File: src/rtl/pd_pkg.sv
// pd_pkg -- vote encoding shared by the Alexander phase-detector cell and the voter.
// Rev 1.0
`default_nettype none

package pd_pkg;

    typedef enum logic [1:0] {
        VOTE_NONE  = 2'b00,
        VOTE_LATE  = 2'b01,
        VOTE_EARLY = 2'b10
    } vote_t;

    // Signed contribution of one vote to the window's net count.
    function automatic logic signed [1:0] vote_step(input vote_t v);
        case (v)
            VOTE_LATE:  vote_step = 2'sd1;
            VOTE_EARLY: vote_step = -2'sd1;
            default:    vote_step = 2'sd0;
        endcase
    endfunction

endpackage

`default_nettype wire

File: src/rtl/alexander_pd_cell.sv
// alexander_pd_cell -- holds the previous data sample and classifies each strobe as late/early/none.
// Rev 1.0
`default_nettype none

module alexander_pd_cell
    import pd_pkg::*;
(
    input  logic  clk,
    input  logic  rst,
    input  logic  sym_en,
    input  logic  d_in,
    input  logic  e_in,
    output vote_t vote
);

    logic dp;
    logic prev_valid;

    always_ff @(posedge clk) begin
        if (!rst) begin
            dp         <= 1'b0;
            prev_valid <= 1'b0;
        end else if (sym_en) begin
            dp         <= d_in;
            prev_valid <= 1'b1;
        end
    end

    // Edge sample matching the new bit means the edge arrived after the transition: clock is late.
    always_comb begin
        vote = VOTE_NONE;
        if (sym_en && prev_valid && (dp != d_in)) begin
            vote = (e_in == d_in) ? VOTE_LATE : VOTE_EARLY;
        end
    end

endmodule

`default_nettype wire

File: src/rtl/bbpd_voter.sv
// bbpd_voter -- bang-bang phase detector with windowed majority vote feeding the CDR loop filter.
// Rev 1.0
`default_nettype none

module bbpd_voter
    import pd_pkg::*;
#(
    parameter int VOTE_LEN = 8,
    parameter int THRESH   = 2,
    localparam int NW      = $clog2(VOTE_LEN + 1) + 1
) (
    input  logic          clk,
    input  logic          rst,
    input  logic          sym_en,
    input  logic          d_in,
    input  logic          e_in,
    output logic          en,
    output logic          R,
    output logic          V,
    output logic [NW-2:0] tcount
);

    localparam int TW = NW - 1;
    localparam int CW = $clog2(VOTE_LEN);

    localparam logic [CW-1:0]        LAST_IDX = CW'(VOTE_LEN - 1);
    localparam logic signed [NW-1:0] THR_POS  = NW'(THRESH);
    localparam logic signed [NW-1:0] THR_NEG  = -NW'(THRESH);

    vote_t                 vote;
    logic [CW-1:0]         win_cnt;
    logic signed [NW-1:0]  net;
    logic [TW-1:0]         trans;

    logic signed [1:0]     step;
    logic signed [NW-1:0]  net_final;
    logic [TW-1:0]         trans_final;
    logic                  is_trans;
    logic                  closing;

    alexander_pd_cell u_cell (
        .clk    (clk),
        .rst    (rst),
        .sym_en (sym_en),
        .d_in   (d_in),
        .e_in   (e_in),
        .vote   (vote)
    );

    // Totals including the current strobe, so the closing strobe's vote lands in its own decision.
    always_comb begin
        step        = vote_step(vote);
        is_trans    = (vote != VOTE_NONE);
        net_final   = net + {{(NW-2){step[1]}}, step};
        trans_final = trans + {{(TW-1){1'b0}}, is_trans};
        closing     = sym_en && (win_cnt == LAST_IDX);
    end

    always_ff @(posedge clk) begin
        if (!rst) begin
            win_cnt <= '0;
            net     <= '0;
            trans   <= '0;
            en      <= 1'b0;
            R       <= 1'b0;
            V       <= 1'b0;
            tcount  <= '0;
        end else begin
            en <= closing;
            if (closing) begin
                win_cnt <= '0;
                net     <= '0;
                trans   <= '0;
                R       <= (net_final >= THR_POS);
                V       <= (net_final <= THR_NEG);
                tcount  <= trans_final;
            end else if (sym_en) begin
                win_cnt <= win_cnt + 1'b1;
                net     <= net_final;
                trans   <= trans_final;
            end
        end
    end

endmodule

`default_nettype wire
File: config.mk
export PLATFORM = sky130hd
export DESIGN_NAME = bbpd_voter
export DESIGN_NICKNAME = d
export VERILOG_FILES = /design/src/rtl/pd_pkg.sv /design/src/rtl/alexander_pd_cell.sv /design/src/rtl/bbpd_voter.sv
export SDC_FILE = /design/constraint.sdc
export NUM_CORES = 1
export LEC_CHECK = 0
export ABC_AREA = 1
export BUFFER_PORTS_ARGS = -buffer_cell sky130_fd_sc_hd__buf_2
export CORE_ASPECT_RATIO = 1.5
export CORE_MARGIN = 3
export CORE_UTILIZATION = 55
export CTS_CLUSTER_SIZE = 30
export DETAILED_ROUTE_END_ITERATION = 10
export PLACE_DENSITY = 0.75
export SLEW_MARGIN = 20
export SYNTH_ARGS = -nofsm -noshare
export SYNTH_HDL_FRONTEND = slang
export SYNTH_HIERARCHICAL = 1
export SYNTH_SLANG_ARGS = --single-unit
File: constraint.sdc
create_clock -name clk -period 2.8 [get_ports clk]
set_input_delay 0.56 -clock clk [delete_from_list [all_inputs] [get_ports clk]]
set_output_delay 0.56 -clock clk [all_outputs]
set_load 0.01 [all_outputs]
==> metrics.log <==
[metrics] biggest area contributors in the synthesized netlist: sky130_fd_sc_hd__dfxtp_1 36%, sky130_fd_sc_hd__nand2_1 15%, sky130_fd_sc_hd__ha_1 11%
[metrics] fin. max-slew vios: 0
[metrics] transition at the pin with the smallest max-transition slack: 0.2618 ns
[metrics] footprint of the multi-input gates: 645.6 µm²
[metrics] most frequent cell after synthesis: sky130_fd_sc_hd__nand2_1
[metrics] outcome: finished clean
[metrics] fillcell total: 179
[metrics] Post-synth top cells: 47 x sky130_fd_sc_hd__nand2_1, 21 x sky130_fd_sc_hd__dfxtp_1, 20 x sky130_fd_sc_hd__inv_1, 11 x sky130_fd_sc_hd__nor2_1, 10 x sky130_fd_sc_hd__ha_1
[metrics] number of maximum-capacitance violations: 0
[metrics] Total GRT Usage: 17.84%
[metrics] average cell area after synthesis: 7.304 µm²
[metrics] Setup crit end: net[4]
[metrics] asr flop ratio synth: 0%
[metrics] worst flop-to-flop path endpoint: net[4]
[metrics] source-to-sink clock delay at the later pin of the worst-skew pair: 0.29 ns
[metrics] synthesis warning total: 6
[metrics] ratio of total power to cell area: 418.0 nW/µm²
[metrics] peak clock frequency supported by timing: 0.4349 GHz
[metrics] detail-routed via count per cell: 5.118
[metrics] global-route wire length before repair: 3877 µm
[metrics] H-Tree Depth: 1
[metrics] hold bufs inserted after CTS: 0
[metrics] share of synthesized area occupied by flip-flops and latches: 35.97%
[metrics] critical path required time: 3.00 ns
[metrics] layout-stage area growth over the synthesis result: 9.207%
[metrics] synthesized area: 1169 µm²
[metrics] number of port buffers: 11
[metrics] area occupied by registers: 420.4 µm²
[metrics] crit path launch type: primary input
[metrics] final worst path period share: 82.13%
[metrics] WL per Instance: 10.32 µm
[metrics] startpoint of the worst register-to-register path: u_cell/dp
[metrics] Post-Route WL: 2013 µm
[metrics] count of different cell masters after synthesis: 23
[metrics] maximum net fanout on the critical path: 4
[metrics] portion of synthesized cell area occupied by the leading cell type: 35.97%
[metrics] Worst Setup SP: d_in
[metrics] arrival time at the worst endpoint: 2.50 ns
[metrics] CP endpoint kind: flop
[metrics] antenna-violating nets left: 0
[metrics] number of hold-slack violations in the final timing report: 0
[metrics] gr ovfl total: 0
[metrics] PostCTS Resize Cnt: 0
[metrics] number of setup buffers added after CTS: 0
[metrics] height of the die: 62.46 µm
[metrics] setup repair after global routing missed its margin: no
[metrics] clock sink total: 21
[metrics] total via count in the routed design: 998
[metrics] worst-case headroom to the max-slew limit: 82.50%
[metrics] Leakage: 0.6625 nW
[metrics] total of endpoints with negative setup slack in the final report: 0
[metrics] I/O pin count: 12
[metrics] post-synth top area cell: sky130_fd_sc_hd__dfxtp_1
[metrics] predominant post-synthesis flop cell: sky130_fd_sc_hd__dfxtp_1
[metrics] largest net degree at the start of global routing: 22
[metrics] number of instances in the synthesized netlist: 160
[metrics] Starting Density: 60.69%
[metrics] worst clock skew on the final layout: 0.001384 ns
[metrics] Fin Setup TNS: 0 ns
[metrics] core area: 1926 µm²
[metrics] worst reg-to-reg path cell count: 16
[metrics] Die X: 43.64 µm
[metrics] detailed-placement wirelength estimate: 1656 µm
[metrics] clock tree from TritonCTS: done
[metrics] deepest clock path buffer count: 2
[metrics] register clock-pin slew on the reported worst setup and hold paths: 0.11 ns
[metrics] classification of the worst-slack hold path: flop to flop
[metrics] minimum clock period: 2.300 ns
[metrics] CP Class: primary input to flop
[metrics] cell row count: 19
[metrics] worst vdd rail ir drop: 0.0004511 V
[metrics] number of antenna violations at the first check in global routing: 0
[metrics] die area: 2725 µm²
[metrics] via count of the first global-routing pass: 989
[metrics] Pre-antenna DRT Iters: 4
[metrics] smallest hold slack: 0.4509 ns
[metrics] cell at the root of the clock tree: sky130_fd_sc_hd__clkbuf_4
[metrics] cts bufs inserted: 3
[metrics] number of design rule violations left after detail routing: 0
[metrics] count of flip-flops with a built-in enable after synthesis: 0
[metrics] internal reg-to-reg setup slack: 0.55 ns
[metrics] Syn Nets: 175
[metrics] 1st-iter DRT viols: 9
[metrics] layout net count: 190
[metrics] GP Congestion: 0.8477
[metrics] ant diodes: 0
[metrics] flip-flop and latch count after synthesis: 21
[metrics] fraction of final layout cells sized beyond drive strength 1: 17.82%
==> final cells by class <==
| class | instances | area share [%] |
|---|---|---|
| Multi-Input combinational cell | 112 | 50.59 |
| Sequential cell | 21 | 32.94 |
| Inverter | 25 | 7.353 |
| Timing Repair Buffer | 12 | 4.902 |
| Tap cell | 21 | 2.059 |
| Clock buffer | 3 | 1.765 |
| Clock inverter | 1 | 0.3922 |
==> where the power goes <==
part           internal, W  switching, W
sequential        0.000310    0.00000824
combinational    0.0000303     0.0000471
clock            0.0000532     0.0000844
==> routing by layer <==
layer  track usage [%]  part of all wire, %  wire, µm  vias up
li1                  -                    -         -      530
met4             9.057                  2.8        56        0
met1             19.82                   41       823      448
met2             31.57                   55      1108       12
met5                 0                    0         0        -
met3             2.017                  1.2        24        8
==> critical path, stage by stage <==
cell                      delay [ns]
sky130_fd_sc_hd__buf_2          0.13
sky130_fd_sc_hd__inv_1          0.06
sky130_fd_sc_hd__nand2_1        0.07
sky130_fd_sc_hd__nand3_2        0.06
sky130_fd_sc_hd__nor2_1         0.18
sky130_fd_sc_hd__inv_1          0.08
sky130_fd_sc_hd__ha_1           0.28
sky130_fd_sc_hd__ha_1           0.22
sky130_fd_sc_hd__ha_1           0.20
sky130_fd_sc_hd__inv_1          0.14
sky130_fd_sc_hd__nand2_8        0.06
sky130_fd_sc_hd__nand3_2        0.09
sky130_fd_sc_hd__nand2_1        0.07
sky130_fd_sc_hd__nand2_1        0.05
sky130_fd_sc_hd__nand2_1        0.07
sky130_fd_sc_hd__o21ai_1        0.12
sky130_fd_sc_hd__inv_1          0.04
==> flip-flops by register name, indices dropped and copies added (netlist names) <==
signal             flops
en                     1
u_cell/prev_valid      1
tcount                 4
V                      1
R                      1
u_cell/dp              1
net                    5
trans                  4
win_cnt                3
==> layout by cell type, fill, tap and decap left out <==
cell / n
sky130_fd_sc_hd__a21oi_1: 9
sky130_fd_sc_hd__a22o_1: 2
sky130_fd_sc_hd__buf_2: 11
sky130_fd_sc_hd__buf_4: 1
sky130_fd_sc_hd__clkbuf_4: 3
sky130_fd_sc_hd__clkinv_2: 1
sky130_fd_sc_hd__dfxtp_1: 21
sky130_fd_sc_hd__ha_1: 10
sky130_fd_sc_hd__inv_1: 20
sky130_fd_sc_hd__inv_2: 5
sky130_fd_sc_hd__nand2_1: 47
sky130_fd_sc_hd__nand2_2: 3
sky130_fd_sc_hd__nand2_8: 1
sky130_fd_sc_hd__nand3_1: 8
sky130_fd_sc_hd__nand3_2: 3
sky130_fd_sc_hd__nor2_1: 11
sky130_fd_sc_hd__nor2_2: 2
sky130_fd_sc_hd__nor2_4: 1
sky130_fd_sc_hd__o211ai_1: 2
sky130_fd_sc_hd__o21a_1: 1
sky130_fd_sc_hd__o21ai_0: 1
sky130_fd_sc_hd__o21ai_1: 4
sky130_fd_sc_hd__o21bai_1: 1
sky130_fd_sc_hd__xnor2_1: 2
sky130_fd_sc_hd__xor2_1: 4
==> worst min-delay path by stage <==
| stage | startpoint | to | slack, ns | cells after the start |
|---|---|---|---|---|
| 2_1_floorplan | u_cell/prev_valid | u_cell/prev_valid | 0.43 | 1 |
| 3_3_place_gp | R | R | 0.43 | 2 |
| 3_5_place_dp | R | R | 0.43 | 2 |
| 4_1_cts | R | R | 0.46 | 2 |
| 5_1_grt | R | R | 0.49 | 2 |
| 6_report | R | R | 0.45 | 2 |
==> stage by stage <==
step                cells  cell area (µm²)  setup slack, ns  util [%]  power (W)
floorplan             160             1169           0.5523         -  0.0003838
global placement      191             1249           0.2779     64.85  0.0003993
detailed placement    191             1249           0.1596     64.85  0.0004036
CTS                   195             1276           0.4954     66.28  0.0005415
global route          195             1276           0.2634     66.28  0.0005685
finish                195             1276           0.5005     66.28  0.0005335
==> logic make-up (layout without fill, tap and decap cells) <==
family / Yosys count / count (layout) / synth area share (%)
and+or+nand+nor: 76 / 76 / 29.98
buffers and inverters: 27 / 41 / 8.779
adders and majority gates: 10 / 10 / 10.71
xor gates and xnor gates: 6 / 6 / 4.497
AOI/OAI and AO/OA: 20 / 20 / 10.06
DFF: 21 / 21 / 35.97
(Power assumes the default switching activity.)
